===== src/rtl/efc_row_xmit_if.sv =====
// Fuse-array read port bundle: row request/address out, ack/data back.
interface efc_row_xmit_if #(
    parameter int AW    = 2,
    parameter int WIDTH = 32
) ();
    logic             rd_req;
    logic [AW-1:0]    rd_addr;
    logic             rd_ack;
    logic [WIDTH-1:0] rd_data;

    modport master (output rd_req, output rd_addr, input rd_ack, input rd_data);
    modport slave  (input rd_req, input rd_addr, output rd_ack, output rd_data);
endinterface


===== src/rtl/efc_row_xmit.sv =====
// Reads ROWS fuse rows and serializes each one MSB-first onto the latch chain.
module efc_row_xmit #(
    parameter int ROWS  = 4,
    parameter int WIDTH = 32,
    parameter int AW    = 2
) (
    input  logic           clk,
    input  logic           rst_l,
    input  logic           start,
    input  logic           abort,
    efc_row_xmit_if.master rd_bus,
    output logic           xfer_en,
    output logic           xfer_data,
    output logic           busy,
    output logic           done
);
    localparam int BW = (WIDTH > 1) ? $clog2(WIDTH) : 1;
    localparam logic [BW-1:0] LAST_BIT = BW'(WIDTH - 1);
    localparam logic [AW-1:0] LAST_ROW = AW'(ROWS - 1);

    typedef enum logic [1:0] {
        ST_IDLE,
        ST_REQ,
        ST_SHIFT,
        ST_DONE
    } state_t;

    state_t           r_state, w_nxt_state;
    logic [AW-1:0]    r_row, w_nxt_row;
    logic [BW-1:0]    r_bit, w_nxt_bit;
    logic [WIDTH-1:0] r_sh, w_nxt_sh;
    logic             w_nxt_xd;
    logic             r_rd_req, r_xfer_en, r_xfer_data, r_busy, r_done;

    always_comb begin
        w_nxt_state = r_state;
        w_nxt_row   = r_row;
        w_nxt_bit   = r_bit;
        w_nxt_sh    = r_sh;
        unique case (r_state)
            ST_IDLE: begin
                if (start) begin
                    w_nxt_state = ST_REQ;
                    w_nxt_row   = '0;
                end
            end
            ST_REQ: begin
                if (rd_bus.rd_ack) begin
                    w_nxt_state = ST_SHIFT;
                    w_nxt_sh    = rd_bus.rd_data;
                    w_nxt_bit   = '0;
                end
            end
            ST_SHIFT: begin
                w_nxt_sh  = r_sh << 1;
                w_nxt_bit = r_bit + 1'b1;
                if (r_bit == LAST_BIT) begin
                    w_nxt_bit = '0;
                    if (r_row == LAST_ROW) begin
                        w_nxt_state = ST_DONE;
                    end else begin
                        w_nxt_row   = r_row + 1'b1;
                        w_nxt_state = ST_REQ;
                    end
                end
            end
            ST_DONE: w_nxt_state = ST_IDLE;
            default: w_nxt_state = ST_IDLE;
        endcase
        if (abort) begin
            w_nxt_state = ST_IDLE;
            w_nxt_row   = '0;
            w_nxt_bit   = '0;
            w_nxt_sh    = '0;
        end
        // Outputs are registered from the next state so they line up with it.
        w_nxt_xd = (w_nxt_state == ST_SHIFT) & w_nxt_sh[WIDTH-1];
    end

    always_ff @(posedge clk) begin
        if (!rst_l) begin
            r_state     <= ST_IDLE;
            r_row       <= '0;
            r_bit       <= '0;
            r_sh        <= '0;
            r_rd_req    <= 1'b0;
            r_xfer_en   <= 1'b0;
            r_xfer_data <= 1'b0;
            r_busy      <= 1'b0;
            r_done      <= 1'b0;
        end else begin
            r_state     <= w_nxt_state;
            r_row       <= w_nxt_row;
            r_bit       <= w_nxt_bit;
            r_sh        <= w_nxt_sh;
            r_rd_req    <= (w_nxt_state == ST_REQ);
            r_xfer_en   <= (w_nxt_state == ST_SHIFT);
            r_xfer_data <= w_nxt_xd;
            r_busy      <= (w_nxt_state != ST_IDLE);
            r_done      <= (w_nxt_state == ST_DONE);
        end
    end

    assign rd_bus.rd_req  = r_rd_req;
    assign rd_bus.rd_addr = r_row;
    assign xfer_en        = r_xfer_en;
    assign xfer_data      = r_xfer_data;
    assign busy           = r_busy;
    assign done           = r_done;
endmodule


===== src/flat_wrapper.sv =====
// flat-port wrapper written by rule: the top's interface ports become plain ports
module efc_row_xmit_flat 
#(
    parameter int ROWS  = 4,
    parameter int WIDTH = 32,
    parameter int AW    = 2
)
  (clk, rst_l, start, abort, xfer_en, xfer_data, busy, done, rd_bus_rd_req, rd_bus_rd_addr, rd_bus_rd_ack, rd_bus_rd_data);
  efc_row_xmit_if #(.AW(AW), .WIDTH(WIDTH)) rd_bus_i ();
  input  logic clk;
  input  logic rst_l;
  input  logic start;
  input  logic abort;
  output logic xfer_en;
  output logic xfer_data;
  output logic busy;
  output logic done;
  output wire logic [$bits(rd_bus_i.rd_req)-1:0] rd_bus_rd_req;
  output wire logic [$bits(rd_bus_i.rd_addr)-1:0] rd_bus_rd_addr;
  input wire logic [$bits(rd_bus_i.rd_ack)-1:0] rd_bus_rd_ack;
  input wire logic [$bits(rd_bus_i.rd_data)-1:0] rd_bus_rd_data;
  assign rd_bus_rd_req = rd_bus_i.rd_req;
  assign rd_bus_rd_addr = rd_bus_i.rd_addr;
  assign rd_bus_i.rd_ack = rd_bus_rd_ack;
  assign rd_bus_i.rd_data = rd_bus_rd_data;
  efc_row_xmit #(.ROWS(ROWS), .WIDTH(WIDTH), .AW(AW)) u_core (.clk(clk), .rst_l(rst_l), .start(start), .abort(abort), .rd_bus(rd_bus_i), .xfer_en(xfer_en), .xfer_data(xfer_data), .busy(busy), .done(done));
endmodule

===== config.mk =====
export PLATFORM = sky130hd
export DESIGN_NAME = efc_row_xmit_flat
export DESIGN_NICKNAME = d
export VERILOG_FILES = /design/src/rtl/efc_row_xmit_if.sv /design/src/rtl/efc_row_xmit.sv /design/src/flat_wrapper.sv
export SDC_FILE = /design/constraint.sdc
export NUM_CORES = 1
export LEC_CHECK = 0
export BUFFER_PORTS_ARGS = -buffer_cell sky130_fd_sc_hd__buf_2
export CAP_MARGIN = 30
export CORE_MARGIN = 4
export CORE_UTILIZATION = 53
export DETAILED_ROUTE_END_ITERATION = 10
export GPL_TIMING_DRIVEN = 0
export PLACE_DENSITY = 0.78
export SLEW_MARGIN = 30
export SYNTH_ARGS = -nofsm -noshare
export SYNTH_HDL_FRONTEND = slang
export SYNTH_SLANG_ARGS = --single-unit

===== constraint.sdc =====
create_clock -name clk -period 2.3 [get_ports clk]
set_input_delay 0.115 -clock clk [delete_from_list [all_inputs] [get_ports clk]]
set_output_delay 0.115 -clock clk [all_outputs]
set_load 0.02 [all_outputs]

==> out/qor.yml <==
via_per_inst: 5.698
die_x_um: 70.55
grt_pass1_vias: 1781
cts.sinks: 46
area_growth_pct: 18.17
gp_congestion: 0.8342
synthCells: 224
gr-usage-met2_pct: 32.02
r2r_start: "u_core.r_bit[0]$_SDFFE_PP0P_"
min_from: "abort"
fp-row-count: 22
ys_ff_latch: 46
synth_nets: 267
dieArea_sq_mm: 0.004977
dp_hpwl_um: 3324
dr_total_vias: 1846
die_h_um: 70.55
drive_above_1_share_pct: 23.91
fill_cells: 353
finish.utilization_pct: 65.93
drt_wl_total_um: 4537
drcViolationCount: 0
cp.required_ps: 2490
met1_usage_pct: 24.22
slowest_delay_ps: 390
r2r_cells: 8
skew_ps: 4.278
top_usage_layer: "met2"
nets: 318
clk_transition_reported_paths_ps: 80
cts_tree: "built"
cp_common_cell: "ha_1"
clk_latency_ps: 290
yosysUniqueCellTypes: 35
synth_commonest_cells: "dfxtp_1, nor2_1, a22o_1"
hold_class: "in2reg"
async_reset_ff_share_pct: 0
leakage_nw: 0.9971
holdBufCountCts: 0
rsz0062_at_grt: "false"
synth_area_leader_cell: "dfxtp_1"
power_density_mw_per_mm2: 570.9
synth_top_cell_area_share_pct: 44.42
core_sq_mm: 0.003716
timing_worst_setup_path_type: "reg2reg"
htree_levels: 2
seq_area_frac_synth_pct: 44.42
met3_usage_pct: 5.966
synthFlopType: "dfxtp_1"
ioPinCount: 44
finalSetupViolations: 0
grt_pass1_wl_um: 7838
fmax_ghz: 0.4911
crit_path_max_fanout: 4
period_needed_ps: 2036
drt-initial-drc-count: 142
peakVddDrop_mv: 0.3684
multi_input_area_sq_mm: 0.001050
slew_headroom_pct: 65.25
cts-root-buf: "clkbuf_8"
hold_slack_ps: 13.59
drtPass1Iterations: 4
grt_overflow: 0
tightestPinTransition_ps: 518.2
hold_viol: 0
path_cells: "ha_1, and3_1, ha_1, mux2_2, a222oi_1, buf_4, or2_4, nor3_1"
antenna_found_initial: 0
grt.total_usage_pct: 19.64
finalSetupTns_ps: 0
cap_violations: 0
hold_end: "u_core.done$_SDFF_PN0_"
routedWlPerCell_um: 14.00
cts_buffer_depth: 2
seq_area_sq_um: 920.9
port_buffers: 43
synth.most_common_cell: "dfxtp_1"
end_kind: "flop"
reg2reg_slack_ps: 260
synth.cell_area_sq_mm: 0.002073
grt_max_degree: 14
holdPathStages: 2
synth_edf_count: 0
ant_nets: 0
yosys_warnings: 0
crit_arrival_ps: 2230
status: "completed"
r2r_end: "u_core.xfer_data$_SDFF_PN0_"
ys_top_cells_by_area: "dfxtp_1, a22o_1, a22oi_1"
start_util_pct: 55.79
diodes: 0
syn_avg_cell_area_sq_um: 9.256
numCtsBuffers: 5
slew_violations: 0
crit_slowest_cell: "dfxtp_1"
finalPower_mw: 1.399
start_kind: "flop"
layout_worst_path_cycle_share_pct: 88.53
[worst max path at each step]
stage | startpoint | to | depth (start not counted)
2_1_floorplan | u_core.r_bit[0]$_SDFFE_PP0P_ | u_core.xfer_data$_SDFF_PN0_ | 7
3_3_place_gp | u_core.r_bit[0]$_SDFFE_PP0P_ | u_core.xfer_data$_SDFF_PN0_ | 7
3_5_place_dp | u_core.r_bit[0]$_SDFFE_PP0P_ | u_core.xfer_data$_SDFF_PN0_ | 7
4_1_cts | u_core.r_bit[0]$_SDFFE_PP0P_ | u_core.xfer_data$_SDFF_PN0_ | 7
5_1_grt | u_core.r_bit[0]$_SDFFE_PP0P_ | u_core.busy$_SDFF_PN0_ | 8
6_report | u_core.r_bit[0]$_SDFFE_PP0P_ | u_core.xfer_data$_SDFF_PN0_ | 8
[state kept, by name, summed over array words and instances, names as in the netlist]
name and flops:
u_core.busy 1, u_core.done 1, u_core.r_bit 5, u_core.r_sh 32, u_core.r_state 2, u_core.rd_bus.rd_addr 2
u_core.rd_bus.rd_req 1, u_core.xfer_data 1, u_core.xfer_en 1
[cell usage in the layout, fill, tap and decap left out, types with 2 or more instances in the layout]
cell | synthesis | final
nand3_1 | 2 | 2
nand2_1 | 4 | 4
clkbuf_1 | 7 | 8
a21oi_1 | 4 | 4
buf_4 | 4 | 5
nand2b_1 | 4 | 4
dfxtp_1 | 46 | 46
nor3_1 | 3 | 3
a22o_1 | 31 | 31
a22oi_1 | 30 | 30
ha_1 | 6 | 6
buf_2 | 6 | 49
mux2i_1 | 2 | 2
clkbuf_8 | 0 | 6
a32oi_1 | 3 | 3
nor2b_1 | 5 | 5
inv_1 | 4 | 4
nor2_1 | 44 | 44
[layout make-up]
class,instances,share of cell area [%]
buffer,18,3.677
clock buffer,7,3.524
clock inverter,1,0.2043
inverter,4,0.6129
multi-input combinational,156,42.85
sequential,46,37.59
tap,48,2.451
timing repair buffer,44,9.091
[repair_timing]
| item | 4_1_cts | 5_1_grt |
|---|---|---|
| gates resized for setup | 0 | 1 |
| setup endpoints to repair | 0 | 3 |
| setup buffers | 0 | 1 |
[per-layer routing]
metal	vias up	part of all wire, %
met5	-	0
met4	0	1.7
met3	7	6.2
met2	56	48
met1	857	44
li1	926	-
[critical path, delay by kind of cell (launching register included)]
family                     cells  cell delay, ps
AOI/OAI and AO/OA              1             270
and+or+nand+nor                3             330
adders and majority gates      2             400
muxes                          1             360
buffers and inverters          1             180
DFF                            1             390
[metrics by stage]
step | instances | instance area, sq um | setup WS, ps
after floorplan | 224 | 2073 | 378.5
after global placement | 315 | 2349 | 202.5
after detailed placement | 315 | 2349 | 205.6
after CTS | 323 | 2440 | 183.6
after global routing | 324 | 2450 | 73.96
final | 324 | 2450 | 263.8
[logic make-up after synthesis]
family	synth area share (%)
AOI/OAI and AO/OA	28.00
adders and majority gates	3.621
buffers and inverters	5.069
DFF	44.42
muxes	2.595
and+or+nand+nor	16.30
[where the power goes]
part           switching, mW  total [mW]  internal, mW
clock                  0.253       0.495         0.242
combinational         0.0574       0.104        0.0461
sequential           0.00134       0.800         0.798
total                  0.312        1.40          1.09
No activity file was read; power rests on OpenSTA's default activity.
